===== config.mk =====
export PLATFORM = sky130hd
export DESIGN_NAME = pipe_skid_buffer
export DESIGN_NICKNAME = d
export VERILOG_FILES = /design/src/rtl/pipe_skid_buffer.sv
export SDC_FILE = /design/constraint.sdc
export NUM_CORES = 1
export LEC_CHECK = 0
export ABC_AREA = 1
export BUFFER_PORTS_ARGS = -buffer_cell sky130_fd_sc_hd__buf_2
export CAP_MARGIN = 20
export CORE_ASPECT_RATIO = 1.2
export CORE_MARGIN = 4
export CORE_UTILIZATION = 51
export DETAILED_ROUTE_END_ITERATION = 10
export HOLD_SLACK_MARGIN = 0.12
export PLACE_DENSITY_LB_ADDON = 0.15
export SLEW_MARGIN = 5
export SYNTH_ARGS = -nofsm -noshare
export SYNTH_HDL_FRONTEND = slang
export SYNTH_SLANG_ARGS = --single-unit

===== constraint.sdc =====
create_clock -name clk_in -period 1.5 [get_ports clk_in]
set_clock_uncertainty 0.2 [all_clocks]
set_input_delay 0.3 -clock clk_in [delete_from_list [all_inputs] [get_ports clk_in]]
set_output_delay 0.3 -clock clk_in [all_outputs]
set_load 0.03 [all_outputs]

===== src/rtl/pipe_skid_buffer.sv =====
// Two-entry valid/ready skid buffer between ARM pipeline stages.
// All outputs decode from the state register, so ready_in never reaches ready_out combinationally.
module pipe_skid_buffer #(
   parameter int BUS_WIDTH = 32
) (
   input  logic                 clk_in,
   input  logic                 reset_n_in,
   input  logic [BUS_WIDTH-1:0] data_in,
   input  logic                 valid_in,
   output logic                 ready_out,
   output logic [BUS_WIDTH-1:0] data_out,
   output logic                 valid_out,
   input  logic                 ready_in,
   input  logic                 flush_in,
   output logic [1:0]           occupancy_out
);

   typedef enum logic [1:0] {
      EMPTY = 2'd0,
      BUSY  = 2'd1,
      FULL  = 2'd2
   } state_t;

   state_t               state;
   logic [BUS_WIDTH-1:0] main_q;
   logic [BUS_WIDTH-1:0] skid_q;
   logic                 accept;
   logic                 take;

   assign valid_out = (state != EMPTY);
   assign ready_out = (state != FULL);
   assign data_out  = main_q;
   assign accept    = valid_in & ready_out;
   assign take      = valid_out & ready_in;

   always_comb begin
      occupancy_out = 2'd0;
      case (state)
         BUSY:    occupancy_out = 2'd1;
         FULL:    occupancy_out = 2'd2;
         default: occupancy_out = 2'd0;
      endcase
   end

   // Flush outranks both handshakes; a take in the flush cycle still completes downstream.
   always_ff @(posedge clk_in or negedge reset_n_in) begin
      if (!reset_n_in) begin
         state  <= EMPTY;
         main_q <= '0;
         skid_q <= '0;
      end else if (flush_in) begin
         state  <= EMPTY;
         main_q <= '0;
         skid_q <= '0;
      end else begin
         case (state)
            EMPTY: begin
               if (accept) begin
                  main_q <= data_in;
                  state  <= BUSY;
               end
            end
            BUSY: begin
               if (accept && take) begin
                  main_q <= data_in;
               end else if (accept) begin
                  skid_q <= data_in;
                  state  <= FULL;
               end else if (take) begin
                  state  <= EMPTY;
               end
            end
            FULL: begin
               if (take) begin
                  main_q <= skid_q;
                  state  <= BUSY;
               end
            end
            default: begin
               state <= EMPTY;
            end
         endcase
      end
   end

endmodule


=== Word level (Yosys, flattened, before mapping) ===
Cells that the tools add are included.
Widths: inputs -> output; s select.

* Input bits: 37
* Logic and storage cells: 39
* Bits in registers: 66
* Output and inout bits: 36

* Mux-type cells: 16
* Eq/ne operators: 9
* Bitwise gates (word level): 2
* Reduce and logical (&&, ||, !) cells: 9

{| class="wikitable"
|+ Operator list
! kind !! count
|-
| $mux 32 || 7
|-
| $pmux 32 s3 || 1
|-
| $mux 2 || 6
|-
| $ne 3x3->1 const B || 4
|-
| $reduce_and 4->1 || 2
|-
| $pmux 2 s3 || 1
|-
| $reduce_bool 2->1 || 3
|-
| $ne 2x2->1 const B || 2
|-
| $ne 4x4->1 const B || 1
|-
| $pmux 2 s2 || 1
|-
| $reduce_bool 4->1 || 1
|-
| $reduce_and 3->1 || 1
|-
| $and 1x1->1 || 2
|-
| $eq 2x1->1 const B || 1
|-
| $eq 2x2->1 const B || 1
|-
| $logic_not 2->1 || 1
|-
| $logic_and 1x1->1 || 1
|}

=== Depth between registers and ports, before layout ===
Gate-level depths: netlist of the first run.

* Depth after elaboration: 7
* Mapped depth: 9
* Gate-level depth less buffers: 8

=== Worst setup path after synthesis of the first run ===
No wires, ideal clock.

* Kind: register -> register
* Start point: register state[0]
* End point: register state[0]
* Path buffers: 0
* Stages on the path, launching flop included: 5
* Clock period less this slack: 1.437 ns
* Library setup time: 0.082 ns
* Required time: 1.218 ns
* Slack: 0.063 ns
* Arrival time: 1.155 ns
* Cells stage by stage: dfrtp_1 > inv_2 > nor2_1 > nand4_1 > a31oi_1

* Longest elaborated chain between the ends: 6
* Elaborated cells on any way between the ends: 17
* Those cells by class: 7 x eq/ne; 4 x mux; 2 x bitwise; 4 x reduce/logical

{| class="wikitable"
|+ Ends and longest elaborated chain
! item !! RTL line !! source
|-
| start, declared || 24 || <nowiki>state_t state;</nowiki>
|-
| start signal, assigned || 48 || <nowiki>state <= EMPTY;</nowiki>
|-
| start signal, assigned || 52 || <nowiki>state <= EMPTY;</nowiki>
|-
| start signal, assigned || 60 || <nowiki>state <= BUSY;</nowiki>
|-
| $ne 2x2->1 || 31 || <nowiki>assign ready_out = (state != FULL);</nowiki>
|-
| $and 1x1->1 || 33 || <nowiki>assign accept = valid_in & ready_out;</nowiki>
|-
| $mux 2 || 66 || <nowiki>end else if (accept) begin</nowiki>
|-
| $mux 2 || 64 || <nowiki>if (accept && take) begin</nowiki>
|-
| $pmux 2 s3 || 56 || <nowiki>case (state)</nowiki>
|-
| $mux 2 || 51 || <nowiki>end else if (flush_in) begin</nowiki>
|}

Parallel ways exist; a longest one is shown, timed or not. The select of a mux whose other input is x is not followed.
A chain may end at the register's enable or synchronous reset.

=== Final worst setup path of the first run ===
* Start point: register state[0]
* End point: register main_q[0] (netlist: data_out[0])

* Longest elaborated chain between the ends: 5
* Elaborated cells on any way between the ends: 15
* Those cells by class: 6 x eq/ne; 2 x mux; 2 x bitwise; 5 x reduce/logical

{| class="wikitable"
|+ Ends and longest elaborated chain
! item !! RTL line !! source
|-
| $ne 2x2->1 / $reduce_bool 2->1 (equally long branches) || 31, 30 ||
|-
| $and 1x1->1 (on tied branches) || 33, 34 ||
|-
| $logic_and 1x1->1 || 64 ||
|-
| $ne 3x3->1 (no source line) || n/a ||
|-
| $reduce_and 4->1 (no source line) || n/a ||
|-
| end signal, assigned || 59 || <nowiki>main_q <= data_in;</nowiki>
|-
| end signal, assigned || 65 || <nowiki>main_q <= data_in;</nowiki>
|-
| end signal, assigned || 75 || <nowiki>main_q <= skid_q;</nowiki>
|-
| end, declared || 25 || <nowiki>logic [BUS_WIDTH-1:0] main_q;</nowiki>
|}

Parallel ways exist; a longest one is shown, timed or not.

==> impl_metrics.ini, run 1 <==
[detailed_routing]
vias = 3689
vias_per_cell = 5.81
drt_pass1_iterations = 7
wl_per_cell_um = 19.3
drtIter0Drc = 586
drc_errors = 0
drt-total-wl_um = 12200
ant_nets = 0

[sta]
fmax_mhz = 545
slew_headroom_pct = 73.0
period_minus_slack_ps = 1840
rsz0062_at_grt = true
fin_ws_ps = -335
slew_violations = 0
hold_viol = 0
min_period_over_period_pct = 122
worst_pin_slew_ps = 405
tns_ps = -15150
fin_hold_ws_ps = 198
finalSetupViolCount = 70

[yosys]
ys_seq_area_share_pct = 51.6
synth.largest_area_cell = dfrtp_1
synth_area_leaders = dfrtp_1 52%, nand2_1 16%, nand3_1 10%, a21oi_1 5.0%, inv_1 4.1%
synthArstFlopShare_pct = 100
ys.flop_type = dfrtp_1
synth_edf_count = 0
synth.distinct_cells = 21
syn_avg_cell_area_um2 = 7.81
synthCells = 410
synth_most_common_cell = nand2_1
syn_area_um2 = 3200
synth_nets = 447
synth_top_area_share_pct = 51.6
yosys-top-cells-count = 134 x nand2_1, 66 x dfrtp_1, 66 x nand3_1
ys_ff_latch = 66
yosysWarnings = 0

[run_status]
status = finished, violations left
violations = negative setup slack

[placed_design]
portBuffers = 72
dpl.hpwl_um = 5510
gp_congestion = 0.895

[setup_path]
cp-start-kind = flop
cp_data_arrival_time_ps = 1910
ff2ff_path_depth = 9
rrSetupSlack_ps = -340
path_cells = inv_2 > buf_4 > nand4_1 > nand2_4 > inv_8 > nand2_8 > buf_6 > nand2_2 > nand2_1
crit_family = simple AND/OR/NAND/NOR gates
crit_buf_inv = 4
crit_fanout = 6
cp-end-kind = flop
crit_cells = 9
crit_type = flop to flop
slowest_stage = dfrtp_1
worstPathRequired_ps = 1570
max_stage_delay_ps = 410

[pwr]
pwr_density_cell_nw_per_um2 = 952
irDropWorstVdd_mv = 0.766
p_leak_nw = 2.76

[floorplan]
start_util_pct = 52.9
die_x_um = 80.3
core-area_um2 = 6050
ioPinCount = 73
dieArea_um2 = 7610
fp-row-count = 31
chipHeight_um = 94.8

[clock_tree]
cts_buffers = 9
clkLatencyLatePin_ps = 340
cts_root_buffer = clkbuf_8
clk_pin_slew_ps = 70
cts_tree = built
ctsHtreeMaxLevel = 3
cts_buffer_depth = 2
cts.sinks = 66

[global_route]
antenna_found_initial = 0
grtUsageTotal_pct = 27.8
grt_start_max_net_pins = 33
overflow = 0
grt_pass1_vias = 3365
grt_pass1_wl_um = 16300

[final_layout]
drive_gt1_share_pct = 42.3
diodes = 0
fin_nets = 586
area_growth_pct = 60.3

[min_path]
hp-class = input port to asynchronous set/reset pin

[run]
maxCapViolations = 0
[metrics by stage]
stage | setup WS, ps | cells | power (W) | area (um^2) | utilization (%)
floorplan | 63.4 | 410 | 0.00260 | 3200 | -
global placement | -5.05 | 561 | 0.00297 | 3810 | 62.9
detailed placement | -50.5 | 561 | 0.00298 | 3810 | 62.9
CTS | -184 | 630 | 0.00467 | 4670 | 77.2
global route | -371 | 635 | 0.00507 | 5130 | 84.8
finish | -335 | 635 | 0.00488 | 5130 | 84.8
[sequential cells by signal, indices dropped and copies added (netlist names)]
name,count
skid_q,32
state,2
data_out,32
[kinds of logic after synthesis]
kind of cell    Yosys count  share of synthesized area, %
simple gates            211                          28.6
buf+inv                  68                          9.61
flops                    66                          51.6
compound gates           65                          10.2
[power breakdown]
group          internal (W)  switching, W  total [W]  leakage (nW)
Sequential          0.00192      0.000111    0.00203         0.883
Combinational      0.000551      0.000850    0.00140          1.78
Clock              0.000800      0.000656    0.00146        0.0962
[repair_timing]
item	CTS	global route
hold endpoints to repair	106	0
pin swaps	1	13
resized for setup	45	123
setup endpoints to repair	37	70
hold buffers	35	0
setup buffers	15	0
cloned	5	8
[worst paths after layout]
kind	endpoint	start
setup / recovery	data_out[0]$_DFFE_PN0P_	state[0]$_DFFE_PN0P_
hold / removal	data_out[12]$_DFFE_PN0P_	reset_n_in
setup reg to reg	data_out[0]$_DFFE_PN0P_	state[0]$_DFFE_PN0P_
hold reg to reg	data_out[3]$_DFFE_PN0P_	data_out[3]$_DFFE_PN0P_
max in group asynchronous	state[1]$_DFFE_PN0P_	reset_n_in
min in group clk_in	data_out[3]$_DFFE_PN0P_	data_out[3]$_DFFE_PN0P_
[routing by layer]
metal  routed length (um)  global-route usage [%]  up-vias
li1                     -                       -     1598
met1                 4480                    37.0     1745
met2                 6080                    45.2      291
met3                 1230                    4.96       55
met4                  458                    11.0        0
met5                    0                       0        -
[cell usage in the layout, fill, tap and decap left out, types with 3 or more instances in the layout]
master / netlist / routed
nand3_1: 66 / 60
o21ai_2: 0 / 31
buf_2: 12 / 66
dfrtp_1: 66 / 65
buf_4: 4 / 17
buf_6: 3 / 16
a21oi_1: 32 / 29
clkbuf_8: 0 / 10
nand2_1: 134 / 88
buf_8: 0 / 4
nand2_4: 2 / 13
clkbuf_16: 0 / 6
nand3_2: 1 / 6
buf_12: 0 / 11
a21oi_2: 0 / 3
dlygate4sd3_1: 0 / 35
nor2_4: 1 / 3
nand2_2: 2 / 36
inv_1: 35 / 35
inv_2: 5 / 3
[area by class of cell]
type,instances,area [um^2]
Sequential cell,66,1650
Multi-Input combinational cell,276,1600
Timing Repair Buffer,156,1430
Fill cell,321,920
Inverter,40,160
Clock buffer,12,145
Tap cell,82,103
Clock inverter,3,40.0
Power figures use the tool's default switching activity.
==> run 2: changes to the inputs <==
--- a/constraint.sdc
+++ b/constraint.sdc
@@ -3,3 +3,3 @@
 set_input_delay 0.3 -clock clk_in [delete_from_list [all_inputs] [get_ports clk_in]]
 set_output_delay 0.3 -clock clk_in [all_outputs]
-set_load 0.03 [all_outputs]
+set_load 0.005 [all_outputs]
==> run 2 against run 1 <==
Compared with the run above:
- the run still ends with negative setup slack left
- flip-flop and latch count did not move
- clock power fell by 12%
- largest cell class unchanged
- wire length fell by 26%
- maximum frequency rose by 9.2%
- clock-buffer cell count rose by 1
- critical path depth fell by 5
==> impl_metrics.ini, run 2 (synthesized netlist as in run 1, its figures left out) <==
[setup_path]
worstReg2RegStart = state[0]$_DFFE_PN0P_
worstPathRequired_ps = 1000
cp_data_arrival_time_ps = 1180
crit_type = flop to output pin
endpoint = occupancy_out[0]
rrSetupSlack_ps = -180
crit_fanout = 3
ff2ff_path_depth = 10
reg2reg_to = data_out[28]$_DFFE_PN0P_
cp-end-kind = output pin
cp-start-kind = flop
crit_start = state[0]$_DFFE_PN0P_

[clock_tree]
ctsHtreeMaxLevel = 3
cts_buffers = 9
cts_root_buffer = clkbuf_8
clkLatencyLatePin_ps = 340
clk_pin_slew_ps = 60
cts.sinks = 66
cts_buffer_depth = 2
cts_tree = built

[detailed_routing]
ant_nets = 0
vias_per_cell = 5.21
vias = 3241
drt_pass1_iterations = 5
drtIter0Drc = 215
wl_per_cell_um = 14.6
drt-total-wl_um = 9070
drc_errors = 0

[min_path]
hp-class = input port to flop
whs_path_depth = 4

[global_route]
grtUsageTotal_pct = 24.8
overflow = 0
grt_pass1_wl_um = 14500
grt_start_max_net_pins = 67
antenna_found_initial = 0
grt_pass1_vias = 3122

[pwr]
p_leak_nw = 2.43
pwr_density_cell_nw_per_um2 = 928
irDropWorstVdd_mv = 0.635

[sta]
fin_ws_ps = -181
period_minus_slack_ps = 1680
hold_viol = 0
slew_violations = 0
finalSetupViolCount = 66
fin_hold_ws_ps = 180
slew_headroom_pct = 75.8
rsz0062_at_grt = true
worst_pin_slew_ps = 363
min_period_over_period_pct = 112
fmax_mhz = 595
tns_ps = -6220

[floorplan]
chipHeight_um = 94.8
fp-row-count = 31
core-area_um2 = 6050
dieArea_um2 = 7610
start_util_pct = 52.9
ioPinCount = 73
die_x_um = 80.3

[final_layout]
drive_gt1_share_pct = 25.9
diodes = 0
area_growth_pct = 40.4
fin_nets = 572
layout_common_cells = 130 x nand2_1, 69 x buf_2, 65 x nand3_1, 65 x dfrtp_1
n_fill_cell = 468
final_common_cell = nand2_1

[placed_design]
gp_congestion = 0.821
portBuffers = 72
dpl.hpwl_um = 5370

[run_status]
status = finished, violations left
violations = negative setup slack

[run]
maxCapViolations = 0
run 2: worst max-delay path: stages (launching register included):
cell     delay, ps
dfrtp_1        370
inv_2           70
buf_6          130
nor2_2         130
buf_2          140
run 2: area by class of cell:
| type | count | area [um^2] | area share (%) |
|---|---|---|---|
| multi-input cells | 276 | 1280 | 28.6 |
| flip-flops and latches | 66 | 1650 | 36.8 |
| clock inverters | 3 | 15.0 | 0.334 |
| well taps | 82 | 103 | 2.28 |
| repair buffers | 142 | 1140 | 25.3 |
| inverters | 40 | 153 | 3.40 |
| clock buffers | 13 | 149 | 3.31 |
run 2: worst min path at each step:
stage,startpoint,to,slack (ps)
floorplan,reset_n_in,data_out[0]$_DFFE_PN0P_,-200
global placement,reset_n_in,data_out[17]$_DFFE_PN0P_,150
detailed placement,reset_n_in,data_out[17]$_DFFE_PN0P_,140
CTS,flush_in,state[0]$_DFFE_PN0P_,100
global route,flush_in,state[0]$_DFFE_PN0P_,190
finish,flush_in,state[0]$_DFFE_PN0P_,180
run 2: repair_timing:
item | in CTS | in global routing
pin swaps | 3 | 2
resized for setup | 20 | 13
endpoints found under the setup margin | 41 | 69
cloned | 0 | 1
setup buffers | 10 | 2
hold buffers | 35 | 0
hold endpoints to repair | 108 | 0
run 2: stage by stage:
stage	instance area [um^2]	util (%)	setup slack, ps	power [W]	std cells
after floorplan	3200	-	86.0	0.00239	410
after global placement	3750	62.1	-20.1	0.00273	559
after detailed placement	3750	62.1	-45.8	0.00274	559
after CTS	4420	73.1	-172	0.00415	620
after global routing	4500	74.3	-232	0.00438	622
final	4500	74.3	-181	0.00417	622
run 2: routing by layer:
metal / wire length [um] / up-vias / part of all wire, % / track usage, %
met4: 172 / 0 / 1.9 / 9.44
met3: 520 / 16 / 5.7 / 5.53
li1: - / 1561 / - / -
met2: 4530 / 125 / 50 / 41.2
met1: 3840 / 1539 / 42 / 31.6
met5: 0 / - / 0 / 0
run 2: where the power goes:
group / internal (W) / total, W / switching (W) / leakage [nW]
clock: 0.000638 / 0.00128 / 0.000647 / 0.0872
combinational: 0.000426 / 0.000896 / 0.000469 / 1.46
sequential: 0.00192 / 0.00199 / 0.0000752 / 0.883
